$ cat src/rtl/rv_ctl_fsm.sv
// rv_ctl_fsm: multicycle RV32I control FSM; ports clk/rst, instr/zero/dmem_ready in, datapath strobes, illegal/bus_err/halted out
module rv_ctl_fsm #(
  parameter int DPWIDTH = 32,
  parameter int DMEM_TIMEOUT = 15
) (
  input  logic               clk,
  input  logic               rst,
  input  logic [DPWIDTH-1:0] instr,
  input  logic               zero,
  input  logic               dmem_ready,
  output logic               pcsourse,
  output logic               pcwrite,
  output logic               pccen,
  output logic               irwrite,
  output logic [1:0]         wbsel,
  output logic               regwen,
  output logic [1:0]         immsel,
  output logic [1:0]         asel,
  output logic               bsel,
  output logic [3:0]         alusel,
  output logic               mdrwrite,
  output logic               select_output,
  output logic               dmem_wen,
  output logic               illegal,
  output logic               bus_err,
  output logic               halted
);
  typedef enum logic [3:0] {
    FETCH, DECODE, EXEC_R, EXEC_I, ALU_WB, MEM_ADDR, MEM_RD, MEM_WB, MEM_WR, BRANCH, JAL, HALT
  } state_t;
  state_t state, nxt;
  logic [7:0] cnt;
  logic [6:0] opc, f7;
  logic [2:0] f3;
  logic [3:0] alu_base;
  logic r_ill, i_ill, tmo, unused;
  assign opc = instr[6:0];
  assign f3 = instr[14:12];
  assign f7 = instr[31:25];
  assign unused = ^{instr[24:15], instr[11:7]};
  // f3 -> ADD0 SLL2 SLT3 SLTU4 XOR5 SRL6 OR8 AND9; SUB/SRA are base+1
  assign alu_base = 4'(f3) + 4'(f3 != 3'd0) + 4'(&f3[2:1]);
  assign r_ill = !(f7 == 7'b0000000 || f7 == 7'b0100000) || (f7[5] && f3 != 3'd0 && f3 != 3'd5);
  assign i_ill = (f3 == 3'd1 || f3 == 3'd5) && f7 != 7'd0;
  // last allowed wait cycle; ready here still completes
  assign tmo = cnt == 8'(DMEM_TIMEOUT - 1);
  always_ff @(posedge clk) begin
    if (rst) begin
      state <= FETCH;
      cnt <= '0;
    end else begin
      state <= nxt;
      cnt <= state == MEM_ADDR ? 8'd0 :
             ((state == MEM_RD || state == MEM_WR) && !dmem_ready) ? cnt + 8'd1 : cnt;
    end
  end
  always_comb begin
    nxt = state;
    pcsourse = 1'b0;
    pcwrite = 1'b0;
    pccen = 1'b0;
    irwrite = 1'b0;
    wbsel = 2'd0;
    regwen = 1'b0;
    immsel = 2'd0;
    asel = 2'd0;
    bsel = 1'b0;
    alusel = 4'd0;
    mdrwrite = 1'b0;
    select_output = 1'b0;
    dmem_wen = 1'b0;
    illegal = 1'b0;
    bus_err = 1'b0;
    halted = 1'b0;
    if (!rst) begin
      case (state)
        FETCH: begin
          irwrite = 1'b1;
          pccen = 1'b1;
          pcwrite = 1'b1;
          nxt = DECODE;
        end
        DECODE: begin
          asel = 2'd1;
          bsel = 1'b1;
          immsel = opc == 7'b1101111 ? 2'd0 : 2'd1;
          nxt = FETCH;
          case (opc)
            7'b0110011: nxt = EXEC_R;
            7'b0010011: nxt = EXEC_I;
            7'b0000011, 7'b0100011: nxt = f3 == 3'b010 ? MEM_ADDR : FETCH;
            7'b1100011: nxt = f3[2:1] == 2'b00 ? BRANCH : FETCH;
            7'b1101111: nxt = JAL;
            7'b1110011: nxt = HALT;
            default: nxt = FETCH;
          endcase
          illegal = nxt == FETCH;
        end
        EXEC_R: begin
          illegal = r_ill;
          alusel = r_ill ? 4'd0 : alu_base + 4'(f7[5]);
          nxt = r_ill ? FETCH : ALU_WB;
        end
        EXEC_I: begin
          illegal = i_ill;
          bsel = !i_ill;
          immsel = i_ill ? 2'd0 : 2'd3;
          alusel = i_ill ? 4'd0 : alu_base;
          nxt = i_ill ? FETCH : ALU_WB;
        end
        ALU_WB: begin
          regwen = 1'b1;
          wbsel = 2'd1;
          nxt = FETCH;
        end
        MEM_ADDR: begin
          bsel = 1'b1;
          immsel = opc[5] ? 2'd2 : 2'd3;
          nxt = opc[5] ? MEM_WR : MEM_RD;
        end
        MEM_RD: begin
          bsel = 1'b1;
          immsel = 2'd3;
          mdrwrite = dmem_ready;
          bus_err = !dmem_ready && tmo;
          nxt = dmem_ready ? MEM_WB : tmo ? FETCH : MEM_RD;
        end
        MEM_WB: begin
          regwen = 1'b1;
          nxt = FETCH;
        end
        MEM_WR: begin
          bsel = 1'b1;
          immsel = 2'd2;
          select_output = 1'b1;
          dmem_wen = 1'b1;
          bus_err = !dmem_ready && tmo;
          nxt = (dmem_ready || tmo) ? FETCH : MEM_WR;
        end
        BRANCH: begin
          alusel = 4'd1;
          pcwrite = f3[0] ? !zero : zero;
          pcsourse = pcwrite;
          nxt = FETCH;
        end
        JAL: begin
          regwen = 1'b1;
          wbsel = 2'd2;
          pcwrite = 1'b1;
          pcsourse = 1'b1;
          nxt = FETCH;
        end
        HALT: halted = 1'b1;
        default: nxt = FETCH;
      endcase
    end
  end
endmodule

$ cat config.mk
export PLATFORM = sky130hd
export DESIGN_NAME = rv_ctl_fsm
export DESIGN_NICKNAME = d
export VERILOG_FILES = /design/src/rtl/rv_ctl_fsm.sv
export SDC_FILE = /design/constraint.sdc
export NUM_CORES = 1
export LEC_CHECK = 0
export ABC_AREA = 1
export ABC_CLOCK_PERIOD_IN_PS = 2100
export CORE_ASPECT_RATIO = 2
export CORE_UTILIZATION = 39
export CTS_CLUSTER_SIZE = 24
export DETAILED_ROUTE_END_ITERATION = 10
export GPL_TIMING_DRIVEN = 0
export PLACE_DENSITY_LB_ADDON = 0.12
export SLEW_MARGIN = 40
export SYNTH_ARGS = -nofsm -noshare
export SYNTH_HDL_FRONTEND = slang
export SYNTH_SLANG_ARGS = --single-unit
$ cat constraint.sdc
create_clock -name clk -period 2.1 [get_ports clk]
set_clock_uncertainty 0.05 [all_clocks]
set_input_delay 0.315 -clock clk [delete_from_list [all_inputs] [get_ports clk]]
set_output_delay 0.315 -clock clk [all_outputs]
set_load 0.02 [all_outputs]
==> run summary, run 1 <==
R2R cell count - 7
Final wirelength - 4144 µm
Design area - 2115 µm²
FP Rows - 30
CTS tree - done
GRT Resource Usage Total - 23.03%
Port bufs - 40
# IOs - 58
DP Wirelength - 3216 µm
RSZ-0062 raised after global routing - yes
Vias in the first global route - 1,694
Synth area leader - nand2_1
HP Class - flop to flop
Asr flop ratio synth - 0%
Worst setup SP type - input port
CTS max path bufs - 2
Hold Fails Final Rpt - 0
Worst Hold Path Cells - 2
Antenna violations before repair - 0
Synth top area share - 18.31%
Crit path max fanout - 4
Max-cap violation count - 0
Residual DRC - 7
Worst EP required - 1.74 ns
Failing checks - DRC, setup timing
H-tree depth - 1
Max VDD drop - 413.4 µV
Vias/cell - 5.018
Congestion Overflow GR - 0
CTS Root Cell - clkbuf_8
Layout cells sized above 1 - 24.18%
Crit end category - output pin
Area after DPL - 1864 µm²
P_leak - 0.001082 µW
CTS Sinks - 12
Final #Nets - 349
Diode count - 0
EDFF count, synth - 0
Post-synthesis sequential area ratio - 17.49%
Status - finished with violations
Largest net degree at the start of global routing - 11
FMAX - 434.7 MHz
Worst Setup Slack post-DPL - -1.310 ns
Final antenna-violating net count - 0
CTS Hold Bufs - 0
DIE WIDTH - 43.97 µm
Area contributors post-synth - nand2_1 (18%), dfxtp_1 (17%), nor2_1 (12%)
Setup_tns - -0.3479 ns
DR WL/cell - 12.26 µm
Syn nets - 294
CP Data Arrival Time - 1.94 ns
Drt first-iter violations - 40
Synth top cells by count - nand2_1 (67), nor2_1 (43), inv_1 (41)
Area Overhead vs Synth - 53.92%
Die ar. - 3778 µm²
Fin worst setup slack - -0.2006 ns
Multi-input logic area - 1076 µm²
Worst-Skew Late Latency - 0.24 ns
Clk slew on worst S/H paths - 0.05 ns
Period minus WS final - 2.301 ns
Cell variety after synth - 31
Post-synthesis register bit count - 12
Avg Inst Size Synth - 5.452 µm²
DRT Pass-1 Iters - 7
CTS buffer count - 3
Vias - 1,696
Final number of setup-violating endpoints - 3
Mapped cell area - 1374 µm²
Setup CP Type - input port to output pin
Fin crit share - 109.6%
Post-synthesis cell count - 252
Ys Warns - 0
Fin. max-slew vios - 0
Core box area - 3378 µm²
First-pass GRT wire length - 6679 µm
PwrDens - 337.9 nW/µm²
GPL Wtd Cong - 0.8800
Top-count cell post-synth - nand2_1
Starting density of the core - 40.67%
Storage cell area - 241.5 µm²
Top FF cell, synth - dfxtp_1
Filler Cells Inserted - 325
Die height - 85.94 µm
==> cell usage in the layout, fill, tap and decap left out, types with 6 or more instances in the layout <==
master and n:
nand2_1 63, nor2_1 38, inv_1 36, nand3_1 24, buf_4 16, clkdlybuf4s50_1 15, dfxtp_1 11, a21oi_1 10
nor2_2 8, inv_2 6, dlygate4sd2_1 6, dlymetal6s2s_1 6
==> cell type report <==
class,instances,share of cell area (%)
timing repair buffer,50,23.20
multi-input combinational,191,50.89
sequential,12,11.42
inverter,43,7.988
tap,32,1.893
buffer,6,2.012
clock buffer,4,2.604
==> worst paths after layout <==
| path | from | to | slack, ns |
|---|---|---|---|
| worst max-delay path | instr[12] | alusel[2] | -0.20 |
| worst min-delay path | cnt[3] | cnt[3] | 0.45 |
| worst max register to register | state[1] | state[1] | 0.69 |
| worst min register to register | cnt[3] | cnt[3] | 0.45 |
==> power breakdown <==
group | leakage, µW | total (µW) | internal [µW] | switching [µW]
registers | 0.0000971 | 233 | 230 | 2.99
clock network | 0.0000288 | 258 | 166 | 91.8
logic | 0.000956 | 224 | 109 | 115
total | 0.00108 | 714 | 505 | 210
==> per-layer routing <==
metal  global-route usage [%]  wire length [µm]
met4                    11.85               115
met3                    1.684               145
met2                    48.30              2468
met1                    19.26              1414
met5                        0                 0
==> kinds of logic after synthesis <==
group           Yosys count  share of synthesized area [%]
simple gates            156                          49.45
xor+xnor                  3                          1.913
compound gates           25                          10.11
fa+ha+maj                 6                          6.011
other cells               1                         0.2730
buf+inv                  49                          14.75
flops                    12                          17.49
==> metrics by stage <==
step	total power, µW	hold slack (ns)	instances	util [%]
floorplan	337.3	0.4125	252	-
global placement	416.4	0.4407	324	55.19
detailed placement	417.9	0.4394	324	55.19
CTS	705.7	0.4488	336	60.63
global route	745.8	0.4853	338	62.59
finish	714.4	0.4471	338	62.59
==> critical path, cell delays in order <==
cell	delay, ns
buf_8	0.09
inv_8	0.04
buf_6	0.10
fa_1	0.54
inv_2	0.05
ha_4	0.15
ha_4	0.15
inv_2	0.04
nand2_1	0.04
nand2_1	0.07
nand3_2	0.09
a21oi_4	0.14
buf_6	0.13
==> flip-flops by register name, indices dropped and copies added (netlist names) <==
name,flops
state,4
cnt,8
==> what timing repair did <==
action | in CTS | in global routing
cloned | 0 | 0
pin swaps | 8 | 7
gates resized for setup | 86 | 30
setup buffers | 8 | 2
hold endpoints to repair | 0 | 0
endpoints found under the setup margin | 17 | 16
No activity file was read; power rests on OpenSTA's default activity.
==> inputs of run 2 (changes only) <==
--- a/config.mk
+++ b/config.mk
@@ -9,6 +9,7 @@
 export ABC_CLOCK_PERIOD_IN_PS = 2100
 export CORE_ASPECT_RATIO = 2
 export CORE_UTILIZATION = 39
+export CTS_CLUSTER_DIAMETER = 120
 export CTS_CLUSTER_SIZE = 24
 export DETAILED_ROUTE_END_ITERATION = 10
 export GPL_TIMING_DRIVEN = 0
==> results of run 2 <==
Same layout as run 1: the final DEF is identical, and so are final timing and power.
